[config.mk]
export PLATFORM = sky130hd
export DESIGN_NAME = fifo_shift_round
export DESIGN_NICKNAME = d
export VERILOG_FILES = /design/src/rtl/fifo_shift_round_pkg.sv /design/src/rtl/fifo_shift_round_oreg.sv /design/src/rtl/fifo_shift_round.sv
export SDC_FILE = /design/constraint.sdc
export NUM_CORES = 1
export LEC_CHECK = 0
export ABC_AREA = 0
export BUFFER_PORTS_ARGS = -buffer_cell sky130_fd_sc_hd__buf_2
export CORE_AREA = 2 2 224 226
export DETAILED_ROUTE_END_ITERATION = 8
export DIE_AREA = 0 0 226 228
export PLACE_DENSITY = 0.78
export SLEW_MARGIN = 0
export SYNTH_ARGS = -nofsm -noshare
export SYNTH_HDL_FRONTEND = slang
export SYNTH_SLANG_ARGS = --single-unit
[constraint.sdc]
create_clock -name clock_i -period 3 [get_ports clock_i]
set_clock_uncertainty 0.1 [all_clocks]
set_input_delay 0.6 -clock clock_i [delete_from_list [all_inputs] [get_ports clock_i]]
set_output_delay 0.6 -clock clock_i [all_outputs]
set_load 0.05 [all_outputs]
[src/rtl/fifo_shift_round_pkg.sv]
// Shared sizing helpers and direction codes for the fifo_shift_round width converter.
package fifo_shift_round_pkg;

  localparam logic [1:0] UP   = 2'd0;
  localparam logic [1:0] DOWN = 2'd1;
  localparam logic [1:0] PASS = 2'd2;

  function automatic int ceil_div(input int a, input int b);
    return (a + b - 1) / b;
  endfunction

  function automatic int clog2(input int v);
    int r;
    r = 0;
    while ((1 << r) < v) r++;
    return r;
  endfunction

endpackage

[src/rtl/fifo_shift_round_oreg.sv]
// One-entry valid/ready output register; refills whenever empty or being drained.
module fifo_shift_round_oreg
  import fifo_shift_round_pkg::*;
#(
  parameter int Width = 8
) (
  input  logic             clock_i,
  input  logic             reset_i,
  input  logic [Width-1:0] inData_i,
  input  logic             inValid_i,
  output logic             inReady_o,
  output logic [Width-1:0] outData_o,
  output logic             outValid_o,
  input  logic             outReady_i
);

  logic [Width-1:0] data_q, data_d;
  logic             valid_q, valid_d;

  assign inReady_o  = !valid_q || outReady_i;
  assign outData_o  = data_q;
  assign outValid_o = valid_q;

  always_comb begin
    data_d  = data_q;
    valid_d = valid_q;
    if (inReady_o) begin
      valid_d = inValid_i;
      if (inValid_i) data_d = inData_i;
    end
  end

  always_ff @(posedge clock_i) begin
    if (reset_i) begin
      data_q  <= '0;
      valid_q <= 1'b0;
    end else begin
      data_q  <= data_d;
      valid_q <= valid_d;
    end
  end

endmodule

[src/rtl/fifo_shift_round.sv]
// Streaming width converter: packs narrow words into a wide word or unpacks a wide word
// into narrow chunks (little-endian, zero-padded to a whole number of chunks).
module fifo_shift_round
  import fifo_shift_round_pkg::*;
#(
  parameter int IWidth   = 64,
  parameter int OWidth   = 512,
  parameter int Register = 0
) (
  input  logic              clock_i,
  input  logic              reset_i,
  input  logic [IWidth-1:0] inData_i,
  input  logic              inValid_i,
  output logic              inAccept_o,
  output logic [OWidth-1:0] outData_o,
  output logic              outValid_o,
  input  logic              outReady_i
);

  localparam int N    = (IWidth < OWidth) ? IWidth : OWidth;
  localparam int W    = (IWidth < OWidth) ? OWidth : IWidth;
  localparam int R    = ceil_div(W, N);
  localparam int BufW = R * N;
  localparam int CntW = clog2(R + 1);
  localparam logic [1:0] Dir = (IWidth < OWidth) ? UP : ((IWidth > OWidth) ? DOWN : PASS);
  localparam logic [CntW-1:0] RCnt = CntW'(R);

  logic [BufW-1:0]   shiftBuf_q, shiftBuf_d;
  logic [CntW-1:0]   cnt_q, cnt_d;
  logic              coreValid, coreReady, drain, inFire;
  logic [OWidth-1:0] coreData;

  assign drain  = coreValid && coreReady;
  assign inFire = inValid_i && inAccept_o;

  generate
    if (Dir == UP) begin : gUp
      logic [CntW-1:0] slot;
      int              slotBase;

      assign coreValid = (cnt_q == RCnt);
      assign coreData  = shiftBuf_q[OWidth-1:0];

      // A word arriving while the full buffer drains starts the next word at slot 0.
      always_comb begin
        shiftBuf_d = shiftBuf_q;
        cnt_d      = cnt_q;
        inAccept_o = (cnt_q < RCnt) || drain;
        slot       = drain ? '0 : cnt_q;
        slotBase   = int'(slot) * N;
        if (drain) cnt_d = '0;
        if (inFire) begin
          shiftBuf_d[slotBase +: N] = inData_i;
          cnt_d = slot + CntW'(1);
        end
      end
    end else begin : gDown
      assign coreValid = (cnt_q != '0);
      assign coreData  = shiftBuf_q[N-1:0];

      // Reload may coincide with taking the final chunk of the previous word.
      always_comb begin
        shiftBuf_d = shiftBuf_q;
        cnt_d      = cnt_q;
        inAccept_o = (cnt_q == '0) || ((cnt_q == CntW'(1)) && drain);
        if (inFire) begin
          shiftBuf_d = BufW'(inData_i);
          cnt_d      = RCnt;
        end else if (drain) begin
          shiftBuf_d = shiftBuf_q >> N;
          cnt_d      = cnt_q - CntW'(1);
        end
      end
    end
  endgenerate

  always_ff @(posedge clock_i) begin
    if (reset_i) begin
      shiftBuf_q <= '0;
      cnt_q      <= '0;
    end else begin
      shiftBuf_q <= shiftBuf_d;
      cnt_q      <= cnt_d;
    end
  end

  generate
    if (Register != 0) begin : gReg
      fifo_shift_round_oreg #(
        .Width(OWidth)
      ) uOreg (
        .clock_i   (clock_i),
        .reset_i   (reset_i),
        .inData_i  (coreData),
        .inValid_i (coreValid),
        .inReady_o (coreReady),
        .outData_o (outData_o),
        .outValid_o(outValid_o),
        .outReady_i(outReady_i)
      );
    end else begin : gWire
      assign outData_o  = coreData;
      assign outValid_o = coreValid;
      assign coreReady  = outReady_i;
    end
  endgenerate

endmodule

==> flow_summary_export.csv, run 1 <==
group,metric,value,unit
status,outcome,"completed",
setup_path,cpMaxStageDelayCell,"or3_4",
place,place_congestion,0.8309,
synth,synth_enable_flop_cells,0,
finish,finalInstanceArea,0.02538,mm2
synth,synth_area_per_cell,8.559,um2
grt,grt_max_degree,178,
synth,synth-main-ff-cell,"dfxtp_1",
cts,numCtsBuffers,53,
sta,worst_slew_pin_slew,1.158,ns
drt,ant_nets,0,
setup_path,ff2ff_setup_slack,0.19,ns
setup_path,crit_chain,"inv_1, ha_1, a31oi_1, nor2_1, ha_4, nand4b_2, or3_4, nand2_1, a21oi_1",
die,fp.dieW,226,um
power,irDropWorstVdd,0.0004114,V
finish,drive_above_1_share,0.2590,
cts,cts_root_buffer,"clkbuf_16",
die,core,0.04935,mm2
sta,setup_viol,0,
synth,ys_types,50,
cts,path_clk_slew,0.06,ns
sta,rsz0062_at_grt,"false",
finish,nNetsFinal,2877,
synth,synth_cells,2370,
die,dieArea,0.05153,mm2
die,rows,82,
grt,grt_pass1_wl,99910,um
synth,netlist_area,0.02029,mm2
grt,first_global_vias,16860,
power,power-per-cell-area,590.3,mW/mm2
setup_path,critPathKind,"reg -> reg",
cts,clkLatencyLatePin,0.59,ns
die,die_y,228,um
cts,cts_tree,"yes",
setup_path,startpoint_type,"flip-flop",
synth,async_flop_share,0,
synth,synth_nets,2441,
sta,setup_slack,0.1873,ns
place,place_hpwl,43350,um
die,start_util,0.4111,
finish,layout_common_cells,"631 x nand2_1, 580 x buf_2, 515 x dfxtp_1",
finish,final_common_cell,"nand2_1",
sta,min_period,2.813,ns
power,p_total,14980,uW
hold_path,holdPathStages,3,
drt,drc,0,
hold_path,min_from,"inData_i[44]",
setup_path,worstPathArrival,3.15,ns
drt,wl_per_cell,18.93,um
grt,overflow,0,
flow_run,maxCapViolCount,0,
setup_path,required,3.34,ns
power,p_leak,0.01163,uW
cts,clockBufferDepth,3,
setup_path,crit_path_max_fanout,64,
drt,detail_route.wirelength,66640,um
sta,hold_viol,0,
synth,ys.warnings.count,0,
sta,slew_viol_final,0,
drt,via_per_inst,5.120,
setup_path,slowest_delay,0.78,ns
synth,synth_seq_cells,516,
cts,cts_setup_buffers,0,
sta,fin_tns_setup,0,ns
sta,slew_headroom,0.2269,
hold_path,min_to,"outData_o[300]",
sta,fmax,355.5,MHz
setup_path,setup.worst_path.start,"cnt_q[0]",
setup_path,r2r_end,"outData_o[511]",
setup_path,rr_worst_depth,9,
synth,ys_seq_area_frac,0.5092,
drt,vias,18020,
cts,clock_sinks,516,
place,dp_worst_setup_slack,0.1227,ns
sta,period_share,0.9376,
grt,track_usage,0.2474,
cts,cts_max_level,2,
grt,antenna_found_initial,0,
die,ios,582,
sta,hold_slack,0.2437,ns
drt,drt_iter0_markers,1386,
place,io_buffers,581,
setup_path,r2r_start,"cnt_q[0]",
finish,syn_to_final_growth,25.10,%
place,postPlaceCellArea,0.02359,mm2
hold_path,min_path_type,"in -> reg",
setup_path,end_kind,"flip-flop",
drt,dr.pass1.iters,6,
[worst max-delay path by stage]
| stage | end | depth (start not counted) |
|---|---|---|
| floorplan | outData_o[432] | 14 |
| global placement | outData_o[511] | 8 |
| detailed placement | outData_o[462] | 7 |
| CTS | outData_o[511] | 7 |
| global route | outData_o[508] | 9 |
| finish | outData_o[511] | 9 |
[area by class of cell]
cell class                 instances  area (um2)
clock inverter                    16       196.4
sequential                       516       10330
tap                              672       840.8
inverter                           3       11.26
fill                            4622       23970
clock buffer                      79        1577
multi-input combinational       1602        8867
timing repair buffer             630        3548
antenna                            2       5.005
[synth_stat cells (2+ instances only)]
cell type / number / area [um2]
nand2_1: 632 / 2372
dfxtp_1: 516 / 10330
a21oi_1: 259 / 1296
nand2b_1: 258 / 1614
mux2i_1: 193 / 1932
nand3_1: 140 / 700.7
buf_2: 127 / 635.6
clkbuf_1: 90 / 337.8
o21ai_0: 66 / 330.3
buf_4: 17 / 127.6
buf_6: 12 / 135.1
nor2_1: 6 / 22.52
and3_1: 4 / 25.02
buf_1: 3 / 11.26
ha_1: 3 / 37.54
inv_1: 3 / 11.26
or3_1: 3 / 18.77
a31oi_1: 2 / 12.51
and4b_1: 2 / 20.02
nand4b_1: 2 / 17.52
o2111ai_1: 2 / 17.52
o211ai_1: 2 / 15.01
[sequential cells by signal, summed over array words and instances, names as in the netlist]
register and count:
cnt_q 4, outData_o 512
[worst max-delay path: cells and delay by family, from the launching register on]
kind / cells / cell delay [ns]
compound gates: 2 / 0.29
flops: 1 / 0.32
fa+ha+maj: 2 / 0.58
buf+inv: 1 / 0.09
simple gates: 4 / 1.27
[where the power goes]
| group | leakage, uW | total, uW | switching (uW) | internal [uW] |
|---|---|---|---|---|
| clock network | 0.000870 | 6720 | 2750 | 3970 |
| registers | 0.00416 | 6940 | 27.4 | 6910 |
| logic | 0.00661 | 1330 | 962 | 364 |
| total | 0.0116 | 15000 | 3740 | 11200 |
[cell families after synthesis]
family | share of synthesized area
compound gates | 0.08635
flops | 0.5092
mux | 0.09523
simple gates | 0.2436
xor+xnor | 0.001666
buf+inv | 0.06205
fa+ha+maj | 0.001851
[metal layers]
layer	vias up	GRT usage	share of wire	wire length, um
li1	8548	-	-	-
met1	8472	0.3064	0.41	27160
met2	817	0.4144	0.47	31380
met3	186	0.05538	0.080	5346
met4	0	0.1004	0.041	2753
met5	-	0	0	0
[timing repair]
item	4_1_cts	5_1_grt
endpoints found under the setup margin	0	2
gates resized for setup	0	1
hold buffers	0	0
[through the flow]
stage / utilization / cells
6_report: 0.5142 / 3520
5_1_grt: 0.5141 / 3518
4_1_cts: 0.5140 / 3518
3_5_place_dp: 0.4780 / 3423
3_3_place_gp: 0.4780 / 3423
2_1_floorplan: - / 2370
No activity file was read; power rests on OpenSTA's default activity.
==> run 2: changes to the inputs <==
Settings changed: ABC_AREA 0 to 1, CORE_AREA 2 2 224 226 to 2 2 228 230, DIE_AREA 0 0 226 228 to 0 0 230 232, MAX_ROUTING_LAYER set to met4, PLACE_DENSITY 0.78 to 0.76.
==> flow_summary_export.csv, run 2 <==
group,metric,value,unit
synth,synth_seq_cells,516,
die,die_y,232,um
place,place_hpwl,51930,um
sta,min_period,2.791,ns
synth,synth.area.top_cells,"dfxtp_1 52%, nor2_1 13%, nand2_1 9.9%",
synth,netlist_area,0.01992,mm2
die,core,0.05089,mm2
power,power-per-cell-area,626.4,mW/mm2
setup_path,crit_path_max_fanout,21,
place,io_buffers,581,
cts,clkLatencyLatePin,0.59,ns
die,rows,83,
power,clockPowerShare,0.437,
die,dieArea,0.05336,mm2
sta,period_share,0.9302,
drt,dr.pass1.iters,5,
synth,synth_xor_area_frac,0,
finish,final_common_cell,"nor2_1",
synth,synth_enable_flop_cells,0,
finish,drive_above_1_share,0.2313,
synth,synth_top_family_by_area,"simple AND/OR/NAND/NOR gates",
die,start_util,0.3914,
drt,drc,0,
power,power_frac_seq,0.442,
place,place_congestion,0.9364,
setup_path,required,3.39,ns
finish,syn_to_final_growth,27.56,%
cts,cts_root_buffer,"clkbuf_16",
grt,grt_pass1_wl,108000,um
cts,cts_max_level,2,
synth,synthSimpleGateAreaFrac,0.2693,
cts,cts_tree,"yes",
place,dp_worst_setup_slack,0.2037,ns
cts,path_clk_slew,0.06,ns
finish,largest_register_ffs,512,
cts,numCtsBuffers,53,
flow_run,maxCapViolCount,0,
status,outcome,"completed",
power,p_sw,4475,uW
synth,yosysTopAreaCellShare,0.5186,
synth,ys_types,28,
grt,overflow,0,
finish,layout_common_cells,"670 x nor2_1, 581 x buf_2, 526 x nand2_1",
synth,yosys.area.top_type,"dfxtp_1",
cts,holdBufCountCts,0,
setup_path,worstPathArrival,3.18,ns
die,fp.dieW,230,um
synth,async_flop_share,0,
power,irDropWorstVdd,0.0004924,V
cts,clock_sinks,516,
drt,drt_iter0_markers,2060,
power,p_leak,0.01256,uW
die,ios,582,
sta,slew_headroom,0.5230,
grt,grt_max_degree,105,
synth,ys.warnings.count,0,
sta,worst_slew_pin_slew,0.7147,ns
synth,synth_most_common_cell,"nor2_1",
synth,synth_adder_area_share,0.001884,
sta,setup_slack,0.2094,ns
power,internal_power,11440,uW
hold_path,min_path_type,"in -> reg",
sta,rsz0062_at_grt,"true",
sta,setup_viol,0,
drt,ant_nets,0,
setup_path,end_kind,"flip-flop",
drt,detail_route.wirelength,74320,um
synth,synth_cells,2758,
synth,synth_area_per_cell,7.222,um2
grt,antenna_found_initial,13,
synth,netlist_top_cells_count,"673 x nor2_1, 528 x nand2_1, 516 x dfxtp_1, 237 x o21ai_0, 177 x a21oi_1",
drt,wl_per_cell,18.62,um
setup_path,critPathKind,"reg -> reg",
synth,synthMuxAreaShare,0,
power,comb_power_share,0.121,
finish,nNetsFinal,3329,
sta,fin_tns_setup,0,ns
synth,synth_nets,2829,
cts,clockBufferDepth,3,
sta,hold_viol,0,
drt,vias,20110,
grt,first_global_vias,17540,
power,switching_share,0.2812,
setup_path,startpoint_type,"flip-flop",
synth,synth_compound_area_frac,0.1263,
sta,fmax,358.4,MHz
sta,slew_viol_final,0,
synth,synth-main-ff-cell,"dfxtp_1",
drt,via_per_inst,5.037,
grt,track_usage,0.2720,
synth,ys_seq_area_frac,0.5186,
## run 2: cell types whose count changed in the layout (fill, tap and decap cells not counted), sizes merged, moves of 9 or more
cell / delta
nand3: -17
mux2i: -193
inv: +178
o21ai: +256
nand2: -99
diode: +11
nor2: +675
buf: +12
a21oi: -82
nand2b: -258
nor3: +9
## run 2: worst max-delay path, cell delays in order, from the launching register on
cell     delay (ns)
dfxtp_1        0.38
inv_1          0.06
ha_1           0.24
nand4_1        0.15
nand2_1        0.12
nand3_1        0.11
inv_1          0.05
ha_1           0.26
inv_1          0.07
nor2_4         0.18
nand2_2        0.12
nor2_4         0.20
inv_1          0.34
nor2_1         0.23
nor2_1         0.07
## run 2: final timing paths
check / startpoint / end / slack, ns / cells past startpoint
worst max-delay path: cnt_q[1] / outData_o[249] / 0.21 / 14
worst max register to register: cnt_q[1] / outData_o[249] / 0.21 / 14
worst min-delay path: reset_i / cnt_q[3] / 0.18 / 2
worst min register to register: outData_o[184] / outData_o[184] / 0.37 / 2
## run 2: repair_timing
action,4_1_cts,5_1_grt
endpoints found under the setup margin,0,27
setup buffers,0,2
gates resized for setup,0,4
## run 2: per-stage QoR
step	hold slack [ns]	std cells	utilization	instance area, um2	total power [uW]
global route	0.1614	3989	0.4992	25400	16410
finish	0.1796	3992	0.4993	25410	15920
CTS	0.1343	3976	0.4977	25330	15960
global placement	0.3562	3880	0.4620	23510	9078
detailed placement	0.3651	3880	0.4620	23510	9087
floorplan	0.3823	2758	-	19920	8434
## run 2: layout make-up
| class | count | area, um2 |
|---|---|---|
| fillers | 4964 | 25480 |
| flip-flops and latches | 516 | 10330 |
| multi-input cells | 1860 | 7950 |
| repair buffers | 644 | 3732 |
| clock buffers | 70 | 1500 |
| well taps | 680 | 850.8 |
| inverters | 183 | 698.2 |
| clock inverters | 26 | 315.3 |
| diodes | 13 | 32.53 |
## run 2: per-layer routing
metal	routed length [um]	vias up	track usage	share of wire
met4	3626	0	0.1216	0.049
met5	0	-	-	0
li1	-	9666	-	-
met1	31660	9262	0.3619	0.43
met3	7128	203	0.06778	0.096
met2	31910	977	0.3890	0.43
## run 2: power groups by stage
stage / combinational (uW) / sequential (uW) / clock [uW]
floorplan: 820 / 7610 / 0
global placement: 1890 / 7190 / 0
detailed placement: 1900 / 7190 / 0
CTS: 1910 / 7040 / 7020
global route: 2060 / 7050 / 7300
finish: 1920 / 7040 / 6950
## run 2: kinds of logic (layout without fill, tap and decap cells)
family / after synthesis / in the layout
compound gates: 500 / 500
fa+ha+maj: 3 / 3
buf+inv: 382 / 923
other cells: 0 / 13
simple gates: 1357 / 1357
flops: 516 / 516
